File: src/rtl/sync_fifo_rd_stream.sv
// rtl/sync_fifo_rd_stream.sv - sync_fifo read side to valid/ready stream with 3-entry skid buffer
module sync_fifo_rd_stream #(
    parameter int Width = 16,
    parameter int Burst = 4
) (
    input  logic             clk,
    input  logic             reset,
    input  logic             fifo_empty,
    input  logic [Width-1:0] fifo_dout,
    output logic             fifo_r_enb,
    output logic [Width-1:0] m_data,
    output logic             m_valid,
    input  logic             m_ready,
    output logic             m_last,
    output logic [15:0]      word_cnt
);

    localparam int BcntW = (Burst > 1) ? $clog2(Burst) : 1;
    localparam logic [BcntW-1:0] BcntMax = BcntW'(Burst - 1);

    logic [1:0]       occ_q, occ_d;
    logic [1:0]       head_q, head_d;
    logic [1:0]       tail_q, tail_d;
    logic             pend_q, pend_d;
    logic [BcntW-1:0] bcnt_q, bcnt_d;
    logic [15:0]      word_cnt_q, word_cnt_d;
    logic [Width-1:0] mem_q [3];
    logic [Width-1:0] mem_d [3];

    logic [2:0] inflight;
    logic       handshake;

    function automatic logic [1:0] ptr_inc(input logic [1:0] p);
        return (p == 2'd2) ? 2'd0 : p + 2'd1;
    endfunction

    always_comb begin
        // Buffered words plus the word still in flight from the FIFO never exceed the buffer depth.
        inflight   = {1'b0, occ_q} + {2'b00, pend_q};
        fifo_r_enb = !reset && !fifo_empty && (inflight < 3'd3);
        m_valid    = (occ_q != 2'd0);
        m_data     = mem_q[head_q];
        m_last     = m_valid && (bcnt_q == BcntMax);
        word_cnt   = word_cnt_q;
        handshake  = m_valid && m_ready;

        pend_d     = fifo_r_enb;
        occ_d      = occ_q;
        head_d     = head_q;
        tail_d     = tail_q;
        bcnt_d     = bcnt_q;
        word_cnt_d = word_cnt_q;
        for (int i = 0; i < 3; i++) begin
            mem_d[i] = mem_q[i];
        end

        if (pend_q) begin
            mem_d[tail_q] = fifo_dout;
            tail_d        = ptr_inc(tail_q);
        end
        if (handshake) begin
            head_d     = ptr_inc(head_q);
            word_cnt_d = word_cnt_q + 16'd1;
            bcnt_d     = m_last ? '0 : bcnt_q + 1'b1;
        end
        if (pend_q && !handshake) begin
            occ_d = occ_q + 2'd1;
        end else if (!pend_q && handshake) begin
            occ_d = occ_q - 2'd1;
        end
    end

    always_ff @(posedge clk) begin
        if (reset) begin
            occ_q      <= 2'd0;
            head_q     <= 2'd0;
            tail_q     <= 2'd0;
            pend_q     <= 1'b0;
            bcnt_q     <= '0;
            word_cnt_q <= 16'd0;
        end else begin
            occ_q      <= occ_d;
            head_q     <= head_d;
            tail_q     <= tail_d;
            pend_q     <= pend_d;
            bcnt_q     <= bcnt_d;
            word_cnt_q <= word_cnt_d;
        end
    end

    // Storage needs no reset: m_data is only meaningful while m_valid is high.
    always_ff @(posedge clk) begin
        for (int i = 0; i < 3; i++) begin
            mem_q[i] <= mem_d[i];
        end
    end

endmodule
File: config.mk
export PLATFORM = sky130hd
export DESIGN_NAME = sync_fifo_rd_stream
export DESIGN_NICKNAME = d
export VERILOG_FILES = /design/src/rtl/sync_fifo_rd_stream.sv
export SDC_FILE = /design/constraint.sdc
export NUM_CORES = 1
export LEC_CHECK = 0
export CAP_MARGIN = 20
export CELL_PAD_IN_SITES_DETAIL_PLACEMENT = 0
export CELL_PAD_IN_SITES_GLOBAL_PLACEMENT = 1
export CORE_UTILIZATION = 46
export CTS_BUF_LIST = sky130_fd_sc_hd__clkbuf_8
export DETAILED_ROUTE_END_ITERATION = 12
export PLACE_DENSITY = 0.9
export SYNTH_ARGS = -nofsm -noshare
export SYNTH_HDL_FRONTEND = slang
export SYNTH_SLANG_ARGS = --single-unit
File: constraint.sdc
create_clock -name clk -period 5.2 [get_ports clk]
set_input_delay 1.04 -clock clk [delete_from_list [all_inputs] [get_ports clk]]
set_output_delay 1.04 -clock clk [all_outputs]
set_load 0.005 [all_outputs]
* Word-level counts from Yosys, hierarchy flattened
Memory sizes are Yosys's and may differ from the RTL's. A register that Yosys moved wholly into a read port is not among the register bits.
Cells that the tools add are included.
** Operators by class
- Add/sub/neg operators :: 7
- Magnitude comparators :: 3
- Eq/ne operators :: 3
- Muxes and demuxes :: 11
- Bitwise operators :: 1
- Reduce and logical (&&, ||, !) cells :: 13
** Operators with widths (number)
- 48-bit bitwise mux :: 1
- 48-bit two-way mux :: 1
- 16-bit demux with 2-bit select :: 1
- 16-bit by 1-bit adder with 16-bit output, second input constant :: 1
- 16-bit two-way mux :: 1
- 2-bit two-way mux :: 7
- 2-bit by 1-bit adder with 2-bit output, second input constant :: 4
- 1-bit logical AND :: 7
- 2-bit equality test, second input constant :: 3
- 1-bit logical NOT :: 4
- 2-bit nonzero test :: 2
- 2-bit by 1-bit adder with 3-bit output :: 1
- 3-bit >= comparator, second input constant :: 1
- 3-bit by 1-bit < comparator with 1-bit output, second input constant :: 1
- 3-bit by 2-bit < comparator with 1-bit output, second input constant :: 1
- 2-bit inverter with 3-bit output :: 1
- 2-bit by 1-bit subtractor with 2-bit output, second input constant :: 1
** Word-level totals
- Register bits :: 25
- Memory bits (writable) :: 48
- Input bits :: 20
- Word-level logic and storage cells :: 45
- Memories :: 1
** Memories
- mem_q :: words 3, bits a word 16, rd ports 4, clocked after memory_dff 1, write ports 3, line 27 : logic [Width-1:0] mem_q [3];

* Depth between registers and ports, before layout
Gate-level depths: netlist (run 1).
- Word-level depth :: 7
- Gate-level depth with buffers :: 7
- Gate-level depth less buffers :: 6

* Worst setup path after synthesis (run 1)
No wires, ideal clock.
- Kind :: input to output
- From :: input reset
- To :: output fifo_r_enb
- Arrival :: 1633 ps
- Setup slack :: 2527 ps
- Stages :: 2
- Path buffers :: 1
- Cells stage by stage :: clkbuf_1 > a2111oi_0
** Between the ends
- Cells in the longest elaborated chain, start to end :: 3
** Ends and longest elaborated chain
- start: declaration :: line 7 : input logic reset,
- 1-bit logical NOT :: line 40 : fifo_r_enb = !reset && !fifo_empty && (inflight < 3'd3);
- 1-bit logical AND (2 in a row) :: line 40
- end: declaration :: line 10 : output logic fifo_r_enb,
Every way passes these cells.

* Final worst setup path (run 1)
Ends and elaborated chain as after synthesis.

==> flow_metrics.tcl, run 1 <==
set metrics [dict create \
    nets 318 \
    tns_ns 0 \
    internal_power_uw 1060 \
    rsz0062_at_grt "no" \
    die_h_um 82.0 \
    total_switching_power_uw 373 \
    rows 28 \
    cts-resized-gates 0 \
    cts.clk_slew.worst_paths_ns 0.08 \
    slew_headroom 0.354 \
    setup_viol 0 \
    tritoncts_clock_tree "built" \
    synth_edf_count 48 \
    insertedDiodeCount 0 \
    num-fill-cells 499 \
    port-buffer-count 54 \
    leakage_uw 0.00125 \
    ys_async_sr_fraction 0 \
    postRouteAntennaNets 0 \
    min_period_ns 3.71 \
    via_density_per_instance 5.08 \
    slew_of_the_pin_with_the_lowest_slew_margin_ns 0.967 \
    post_route_wl_mm 5.30 \
    max_clk_rate_mhz 270 \
    dp.final_hpwl_mm 3.42 \
    yosysWarningCount 0 \
    detail_route.first_pass.iterations 4 \
    power_density_nw_per_um2 382 \
    grt_pass1_vias 1798 \
    count_of_unique_library_cells_instantiated_by_yosys 35 \
    floorplan.core_area_um2 6060 \
    critical_path_peak_fanout 27 \
    synthDominantCellAreaShare 0.490 \
    post-layout-total-power_uw 1440 \
    overall_global_routing_usage 0.168 \
    final-max-slew-violation-count 0 \
    drc_errors 0 \
    clock_power_share 0.296 \
    timing.final.hold_violations 0 \
    gr-total-overflow 0 \
    mappedNetlistNets 259 \
    top_post_synthesis_cells_by_area "sky130_fd_sc_hd__edfxtp_1, sky130_fd_sc_hd__dfxtp_1, sky130_fd_sc_hd__mux2i_1, sky130_fd_sc_hd__nand2_1, sky130_fd_sc_hd__o21ai_0" \
    die_width_um 82.0 \
    average_routed_wire_per_standard_cell_um 14.2 \
    outcome "completed" \
    fin_cells 373 \
    max-cap-violations 0 \
    postCtsSetupBuffers 0 \
    comb_pwr_share 0.191 \
    timing.critical_path.required_ns 4.16 \
    ys_dominant_reg_cell "sky130_fd_sc_hd__edfxtp_1" \
    grt_pass1_wl_mm 8.16 \
    placed_instances 357 \
    cts_root_buffer "sky130_fd_sc_hd__clkbuf_8" \
    setup.worst_path.class "input pin to primary output" \
    post_route_cells_drive_above_1_share 0.0839 \
    drtIter0Drc 76 \
    antenna_found_initial 0 \
    worst_setup_path_end_kind "primary output" \
    synth_seq_cells 75 \
    ir_worst_vdd_uv 293 \
    power.switching_fraction 0.260 \
    clk-insertion-delay-late_ns 0.34 \
    regArea_um2 1980 \
    worstHoldPathType "register to register" \
    area_of_combinational_cells_with_multiple_inputs_um2 911 \
    synth_largest_area_cell "sky130_fd_sc_hd__edfxtp_1" \
    finalCoreUtilization 0.620 \
    initial_core_util 0.486 \
    die_area_um2 6720 \
    cts_buffer_depth 2 \
    gpl.final_weighted_congestion 0.747 \
    io_pins 55 \
    hold-worst-slack_ns 0.474 \
    htree_num_levels 3 \
    dr_total_vias 1896 \
    synth-seq-area-share 0.673 \
    crit_arrival_ns 2.67 \
    worst_setup_path_start_kind "input pin" \
    cts_sinks 75 \
    grt_start_max_net_pins 33 \
    part_of_the_cycle_the_worst_path_needs 0.713 \
    finalClockSkew_ns 0.00884 \
    syn_to_final_growth_pct 27.7 \
    post_cts_hold_buffer_count 0 \
    syn-mean-instance-area_um2 12.6 \
    netlist_area_um2 2940 \
    worstHoldPathCells 2 \
    seq_power_share 0.513 \
    synthCells 234 \
    numCtsBuffers 9 \
    reg2regPathDepth 5 \
]
==> worst paths after layout <==
| check | startpoint | to | slack (ns) |
|---|---|---|---|
| worst max-delay path | reset | fifo_r_enb | 1.49 |
| worst min-delay path | bcnt_q[1] | bcnt_q[1] | 0.47 |
| worst max register to register | occ_q[0] | occ_q[1] | 3.14 |
| worst min register to register | bcnt_q[1] | bcnt_q[1] | 0.47 |
==> power groups by stage <==
stage	Combinational [uW]	Sequential, uW	Clock, uW
detailed placement	275	752	0
global placement	266	749	0
finish	273	737	425
floorplan	170	712	0
CTS	277	738	434
global route	302	744	461
==> through the flow <==
step	instance area, um^2	worst slack, ns
floorplan	2940	2.53
global placement	3570	1.58
detailed placement	3570	1.44
CTS	3760	1.44
global route	3760	1.39
finish	3760	1.49
==> state kept, by name, indices dropped and copies added, names as in the netlist, named ones only <==
name / flops
mem_q: 48
pend_q: 1
word_cnt: 16
tail_q: 2
head_q: 2
bcnt_q: 2
occ_q: 2
==> cell usage in the layout (no fill, tap or decap), drive strengths merged, types with 2 or more instances in the layout <==
master	n
clkbuf	9
buf	4
or3	2
a2111oi	2
a21oi	11
nand2	29
clkinv	5
inv	3
clkdlybuf4s50	54
dfxtp	27
or2	2
ha	5
nor4	2
xor2	8
nor3	6
nand3	3
o31ai	2
xnor2	5
or4	2
o21ai	18
mux2i	16
nand4	3
nor2	20
and4	2
edfxtp	48
==> synthesized netlist by cell type (all sizes together), types with 2 or more instances <==
cell	number
a2111oi	2
a21oi	11
and4	2
buf	2
clkbuf	8
dfxtp	27
edfxtp	48
ha	5
inv	2
mux2i	16
nand2	29
nand3	3
nand4	3
nor2	20
nor3	6
nor4	2
o21ai	18
o31ai	2
or2	2
or3	2
or4	2
xnor2	5
xor2	8
==> cell type report <==
| cell class | count | share of cell area |
|---|---|---|
| Sequential cell | 75 | 0.527 |
| Multi-Input combinational cell | 146 | 0.242 |
| Timing Repair Buffer | 58 | 0.152 |
| Clock buffer | 9 | 0.0330 |
| Tap cell | 75 | 0.0250 |
| Clock inverter | 7 | 0.0176 |
| Inverter | 3 | 0.00300 |
==> critical path: stages <==
cell and delay (ns):
sky130_fd_sc_hd__clkdlybuf4s50_1 0.39, sky130_fd_sc_hd__buf_4 0.22, sky130_fd_sc_hd__a2111oi_0 0.42, sky130_fd_sc_hd__clkdlybuf4s50_1 0.60
==> metal layers <==
layer  wire [um]  track usage  vias to the layer above
met4          96       0.0825                        0
met3         326       0.0522                       11
met2        2460        0.274                       54
li1            -            -                      965
met5           0            0                        -
met1        2410        0.199                      866
==> cells by family after synthesis <==
group,synth area share
and+or+nand+nor,0.116
muxes,0.0582
xor gates and xnor gates,0.0387
buffers and inverters,0.0187
AOI/OAI and AO/OA,0.0740
DFF,0.673
adders and majority gates,0.0213
(Power assumes the default switching activity.)
==> run 2: changes to the inputs <==
Settings changed: CORE_UTILIZATION 46 to 39, PLACE_DENSITY 0.9 to 0.81.
Clock period 5.2 ns to 3.2 ns, I/O delays scaled along.
==> run 2 against run 1 <==
Net effect:
- clock-buffer cell count grew 1
- cell area grew 1.5%
- clock skew shrank 0.0019 ns
- total power grew 65%
- worst setup slack lost 1.2 ns
- sequential power grew 57%
- flip-flop and latch count is the same
- register-to-register slack lost 2.0 ns
==> flow_metrics.tcl, run 2 (same netlist as run 1, synthesis figures left out) <==
set metrics [dict create \
    outcome "completed" \
    die_width_um 88.9 \
    htree_num_levels 3 \
    drc_errors 0 \
    rsz0062_at_grt "no" \
    crit_arrival_ns 2.27 \
    rows 31 \
    cts_root_buffer "sky130_fd_sc_hd__clkbuf_8" \
    max-cap-violations 0 \
    power.switching_fraction 0.260 \
    largest_register "mem_q" \
    seq_power_share 0.487 \
    critical_path.most_common_cell "sky130_fd_sc_hd__ha_1" \
    slew_headroom 0.759 \
    syn_to_final_growth_pct 29.7 \
    numCtsBuffers 9 \
    postRouteAntennaNets 0 \
    worst_setup_path_end_kind "primary output" \
    worst_setup_path_start_kind "register" \
    setup_viol 0 \
    insertedDiodeCount 0 \
    slew_of_the_pin_with_the_lowest_slew_margin_ns 0.352 \
    internal_power_uw 1760 \
    finalCoreUtilization 0.523 \
    post-layout-total-power_uw 2370 \
    cp_cell_sequence "ha_1 > ha_1 > a2111oi_0 > clkdlybuf4s50_1" \
    overall_global_routing_usage 0.147 \
    detail_route.first_pass.iterations 4 \
    grt_pass1_wl_mm 8.50 \
    drtIter0Drc 111 \
    largest_stage_delay_on_the_critical_path_ns 0.57 \
    tns_ns 0 \
    commonest_non_fill_non_tap_cell_in_the_layout "sky130_fd_sc_hd__clkdlybuf4s50_1" \
    floorplan.core_area_um2 7290 \
    leakage_uw 0.00126 \
    cts_sinks 75 \
    mostFrequentLayoutCells "sky130_fd_sc_hd__clkdlybuf4s50_1, sky130_fd_sc_hd__edfxtp_1, sky130_fd_sc_hd__nand2_1" \
    die_h_um 88.9 \
    die_area_um2 7900 \
    ir_worst_vdd_uv 268 \
    dp.final_hpwl_mm 3.44 \
    timing.final.hold_violations 0 \
    average_routed_wire_per_standard_cell_um 13.3 \
    post_route_cells_drive_above_1_share 0.0900 \
    max_clk_rate_mhz 344 \
    io_pins 55 \
    tritoncts_clock_tree "built" \
    grt_pass1_vias 1771 \
    initial_core_util 0.404 \
    cts.clk_slew.worst_paths_ns 0.08 \
    clk-insertion-delay-late_ns 0.34 \
    post_route_wl_mm 5.32 \
    part_of_the_cycle_the_worst_path_needs 0.909 \
    gr-total-overflow 0 \
    via_density_per_instance 4.80 \
    port-buffer-count 54 \
    crit_path_top_delay_cell "sky130_fd_sc_hd__clkdlybuf4s50_1" \
    final-max-slew-violation-count 0 \
    cts-resized-gates 0 \
    post_cts_hold_buffer_count 0 \
    max_ffs_per_register 48 \
    cts_buffer_depth 2 \
    finalClockSkew_ns 0.00696 \
    postCtsSetupBuffers 0 \
    timing.critical_path.required_ns 2.56 \
    power_density_nw_per_um2 622 \
    grt_start_max_net_pins 33 \
    total_switching_power_uw 618 \
    post-route-worst-setup-slack_ns 0.290 \
    nets 320 \
    critical_path_peak_fanout 8 \
    antenna_found_initial 0 \
    clock_power_share 0.306 \
    min_period_ns 2.91 \
    hold-worst-slack_ns 0.479 \
    dr_total_vias 1917 \
    gpl.final_weighted_congestion 0.728 \
    comb_pwr_share 0.207 \
    setup.worst_path.class "register to primary output" \
    worstHoldPathType "register to register" \
    pre_cts_slack_ns 0.480 \
]
-- run 2: final cells by class --
cell class                      count  area (um^2)
Sequential cell                    75         1980
Clock inverter                      6         65.1
Tap cell                           99          124
Clock buffer                       10          138
Multi-Input combinational cell    146          911
Fill cell                         671         3480
Inverter                            3         11.3
Timing Repair Buffer               60          586
-- run 2: power by group through the flow --
stage / logic [uW] / registers (uW) / clock network (uW)
2_1_floorplan: 276 / 1160 / 0
3_3_place_gp: 485 / 1180 / 0
3_5_place_dp: 495 / 1180 / 0
4_1_cts: 499 / 1160 / 747
5_1_grt: 548 / 1170 / 792
6_report: 491 / 1160 / 726
-- run 2: critical path: cells and delay by family (launching register included) --
kind / cells / cell delay, ns
flops: 1 / 0.51
buf+inv: 1 / 0.57
compound gates: 1 / 0.40
fa+ha+maj: 2 / 0.44
-- run 2: through the flow --
step                      area, um^2  cells
after detailed placement        3610    383
final                           3820    399
after global routing            3820    399
after floorplan                 2940    234
after global placement          3610    383
after CTS                       3820    399
-- run 2: final timing paths --
kind	from	to	slack [ns]	cells after the start
hold / removal	bcnt_q[1]	bcnt_q[1]	0.48	2
setup reg to reg	occ_q[0]	occ_q[1]	1.14	5
setup / recovery	occ_q[0]	fifo_r_enb	0.29	4
hold reg to reg	bcnt_q[1]	bcnt_q[1]	0.48	2
-- run 2: routing by layer --
layer  wire (um)  global-route usage  vias to the layer above
li1            -                   -                      969
met1        2380               0.181                      883
met2        2470               0.234                       55
met3         360              0.0420                       10
met4         106              0.0748                        0
met5           0                   0                        -
==> run 3: changes to the inputs <==
Settings changed: SLEW_MARGIN from default to 20.
==> results of run 3 <==
The final DEF is identical to that of run 2; final timing and power are the same.
==> edit 1, RTL diff (settings of run 2) <==
Change the parameter `Burst` from 4 to 8.
--- a/src/rtl/sync_fifo_rd_stream.sv
+++ b/src/rtl/sync_fifo_rd_stream.sv
@@ -1,7 +1,7 @@
 // rtl/sync_fifo_rd_stream.sv - sync_fifo read side to valid/ready stream with 3-entry skid buffer
 module sync_fifo_rd_stream #(
     parameter int Width = 16,
-    parameter int Burst = 4
+    parameter int Burst = 8
 ) (
     input  logic             clk,
     input  logic             reset,
Check against the original RTL: not equivalent (a bounded check fails within 10 cycles, from zero or initial values and one cycle with reset high).
==> edit 1 against run 2 <==
Register-to-register slack improved by 0.22 ns. Synthesized cell count rose by 3.0%. Sequential cell count rose by 1. Critical path depth did not move. Sequential share of layout area fell by 0.83 points. Total power rose by 6.4%. Count of clock-buffer cells in the layout fell by 1. Sequential power barely moved. Final area rose by 2.7%. Hold slack got worse by 0.013 ns. Worst setup slack improved by 0.043 ns. Area after synthesis rose by 1.9%. Non-clock buffer count did not move. Wire length fell by 0.26%.
==> edit 1: results (changes against run 2) <==
met3 WL -> 279 um (-23%)
Yosys cell types -> 33 (-5.7%)
mux cell area share after synthesis -> 0.0572 (-0.00109)
Critical Path AT -> 2.23 ns (-0.04 ns)
Post-synth top cells -> edfxtp_1, dfxtp_1, nand2_1
Fill cells -> 623 (-7.2%)
synth top area cells -> edfxtp_1, dfxtp_1, mux2i_1
Hold WS -> 0.465 ns (-0.0133 ns)
# nets final -> 327 (+2.2%)
met3 Track Usage GR -> 0.0347 (-0.00724)
Max VDD drop -> 0.288 mV (+7.6%)
outcome -> finished clean
met2 usage -> 0.251 (+0.0164)
share of post-route cells with drive strength above 1 -> 0.0850 (-0.00503)
post-DP HPWL -> 3510 um (+2.1%)
Finished Layout Cells -> 405 (+1.5%)
sequential area share after synthesis -> 0.668 (-0.00597)
gr usage total -> 0.144 (-0.00233)
Root Buffer -> clkbuf_8
Cell Int Power -> 1910 uW (+8.6%)
worst-path fanout max -> 8 (unchanged)
Synth Area in Adders -> 0.0250 (+0.00377)
DR iter-0 viols -> 79 (-29%)
clock skew -> 0.00733 ns (+0.000375 ns)
DRT met1 WL -> 2400 um (+0.50%)
M1 GR Usage -> 0.165 (-0.0158)
drt via density -> 4.81 (about the same)
Compound-Gate Fraction of Synth Area -> 0.0684 (-0.00556)
drt wl/cell -> 13.1 um (-1.7%)
Post-Syn Nets -> 267 (+3.1%)
CTS Buf Count -> 9 (unchanged)
headroom to the max-slew limit -> 0.737 (-0.0219)
R2R Setup Slk -> 1.36 ns (+0.22 ns)
Placed Cells incl. Taps -> 389 (+1.6%)
Syn Area/Cell -> 12.4 um^2 (-1.0%)
Final Wtd Congestion -> 0.733 (+0.69%)
met2 wire len -> 2560 um (+3.8%)
vias in the first global route -> 1852 (+4.6%)
Lkg Pwr -> 0.00131 uW (+4.0%)
first-pass GRT wire length -> 8490 um (about the same)
==> edit 1: cell count changes after synthesis, moves of 2 or more <==
cell	delta
nor4_1	+2
clkbuf_1	+2
and4_1	-2
xnor2_1	+3
nor2_1	+2
xor2_1	-2
or3_1	+2
inv_1	+3
or3_2	-2
==> edit 1: cell families (layout without fill, tap and decap cells) <==
| logic type | count (synthesis) | after routing |
|---|---|---|
| DFF | 76 | 76 |
| and+or+nand+nor | 76 | 76 |
| AOI/OAI and AO/OA | 36 | 36 |
| muxes | 17 | 17 |
| buffers and inverters | 16 | 81 |
| xor gates and xnor gates | 14 | 14 |
| adders and majority gates | 6 | 6 |
==> edit 1: critical path, cell delays in order, from the launching register on <==
cell	delay, ns
dfxtp_1	0.50
ha_1	0.20
ha_1	0.23
a2111oi_0	0.39
clkdlybuf4s50_1	0.57
==> edit 1: final cells by class <==
class | count | area [um^2] | share of cell area
Sequential cell | 76 | 2000 | 0.511
Multi-Input combinational cell | 149 | 940 | 0.240
Timing Repair Buffer | 60 | 586 | 0.149
Clock buffer | 9 | 124 | 0.0316
Clock inverter | 7 | 124 | 0.0316
Tap cell | 99 | 124 | 0.0316
Inverter | 5 | 18.8 | 0.00479
==> edit 1: stage by stage <==
stage	worst slack, ns	area (um^2)
2_1_floorplan	1.13	3000
3_3_place_gp	0.542	3670
3_5_place_dp	0.552	3670
4_1_cts	0.292	3920
5_1_grt	0.0561	3920
6_report	0.333	3920
==> edit 1: power by group through the flow <==
stage               clock [uW]  combinational (uW)  sequential (uW)
finish                     874                 486             1160
detailed placement           0                 494             1190
global route               945                 552             1170
global placement             0                 483             1190
floorplan                    0                 274             1170
CTS                        896                 498             1170
==> edit 2, RTL diff (settings of run 2) <==
Made on the original files. Register the output `word_cnt`; this adds one clock of latency there. The other outputs are not delayed to match.
--- a/src/rtl/sync_fifo_rd_stream.sv
+++ b/src/rtl/sync_fifo_rd_stream.sv
@@ -17,6 +17,8 @@
 
     localparam int BcntW = (Burst > 1) ? $clog2(Burst) : 1;
     localparam logic [BcntW-1:0] BcntMax = BcntW'(Burst - 1);
+
+    logic [15:0] word_cnt_c;
 
     logic [1:0]       occ_q, occ_d;
     logic [1:0]       head_q, head_d;
@@ -41,7 +43,7 @@
         m_valid    = (occ_q != 2'd0);
         m_data     = mem_q[head_q];
         m_last     = m_valid && (bcnt_q == BcntMax);
-        word_cnt   = word_cnt_q;
+        word_cnt_c = word_cnt_q;
         handshake  = m_valid && m_ready;
 
         pend_d     = fifo_r_enb;
@@ -95,4 +97,8 @@
         end
     end
 
+    always_ff @(posedge clk) begin
+        word_cnt <= word_cnt_c;
+    end
+
 endmodule
Formal check against the unedited RTL: not equivalent (a bounded check fails within 4 cycles, from zero or initial values and one cycle with reset high).
==> edit 2 against run 2 <==
Global-route usage is 1.5 points lower. Worst setup slack better by 0.0056 ns. Final area is 9.5% higher. Wire length is 0.13% lower. Utilization is 1.2 points lower. Non-clock buffer count stayed put. Hold slack worse by 0.095 ns. Sequential cell count is 16 higher. Register-to-register slack better by 0.14 ns. Combinational power is 2% lower. Total power is 14% higher. Area after synthesis is 11% higher. Clock skew is 0.00059 ns lower. Largest power group unchanged.
==> edit 2: results (changes against run 2) <==
outcome -> finished clean
M1 GR Usage -> 0.156 (-0.0254)
footprint of the multi-input gates -> 920 um^2 (+0.96%)
Hold WS -> 0.384 ns (-0.0951 ns)
Lkg Pwr -> 0.00141 uW (+12%)
switching pwr -> 639 uW (+3.4%)
Max VDD drop -> 0.307 mV (+15%)
met3 Track Usage GR -> 0.0350 (-0.00702)
Clock-cell share -> 0.0548 (+0.00168)
vias in the first global route -> 1869 (+5.5%)
first-pass GRT wire length -> 8650 um (+1.7%)
clkbuf count -> 11 (+1)
sequential area share after synthesis -> 0.705 (+0.0318)
clock skew -> 0.00637 ns (-0.000589 ns)
gr usage total -> 0.132 (-0.0149)
Yosys cell types -> 32 (-8.6%)
Place WS -> 0.510 ns (+0.0301 ns)
WHS Endpoint -> word_cnt[12]$_DFF_P_
placed inst area -> 0.00395 mm^2 (+9.3%)
xor/xnor cell area share of the yosys netlist -> 0.0349 (-0.00381)
Sequential Area -> 0.00230 mm^2 (+16%)
Compound-Gate Fraction of Synth Area -> 0.0621 (-0.0119)
num sequential -> 91 (+21%)
synth top area cells -> edfxtp_1, dfxtp_1, mux2i_1
Power per Cell Area -> 645 mW/mm^2 (+3.7%)
Synth Area in Adders -> 0.0192 (-0.00209)
share of post-route cells with drive strength above 1 -> 0.0881 (-0.00195)
Multi-In Gates -> 148 (+1.4%)
Vias -> 2028 (+5.8%)
Post-synth top cells -> edfxtp_1, dfxtp_1, nand2_1
post-DP HPWL -> 3450 um (+0.22%)
Hold Path Depth -> 0 (-2)
synthesized instance count -> 251 (+7.3%)
R2R Setup Slk -> 1.28 ns (+0.14 ns)
crit path time final -> 2.90 ns (-0.00557 ns)
mux cell area share after synthesis -> 0.0525 (-0.00574)
Finished Layout Cells -> 423 (+6.0%)
==> edit 2: cell types whose count changed after synthesis, moves of 3 or more <==
| cell | before | now |
|---|---|---|
| xnor2_1 | 5 | 8 |
| xor2_1 | 8 | 5 |
| dfxtp_1 | 27 | 43 |
| or3_1 | 0 | 3 |
==> edit 2: worst register-to-register path: cells and delay by family (launching register included) <==
family | cells | cell delay (ns)
DFF | 1 | 0.49
AOI/OAI and AO/OA | 2 | 0.39
adders and majority gates | 1 | 0.38
and+or+nand+nor | 1 | 0.35
buffers and inverters | 1 | 0.24
==> edit 2: power groups by stage <==
stage / logic, uW / clock network (uW) / registers [uW]
2_1_floorplan: 269 / 0 / 1370
3_3_place_gp: 483 / 0 / 1380
3_5_place_dp: 488 / 0 / 1390
4_1_cts: 490 / 869 / 1360
5_1_grt: 532 / 920 / 1370
6_report: 483 / 851 / 1360
==> edit 2: routing by layer <==
metal,vias up,wire (um)
met5,-,0
met4,0,126
met3,12,271
met2,44,2510
met1,944,2410
li1,1028,-
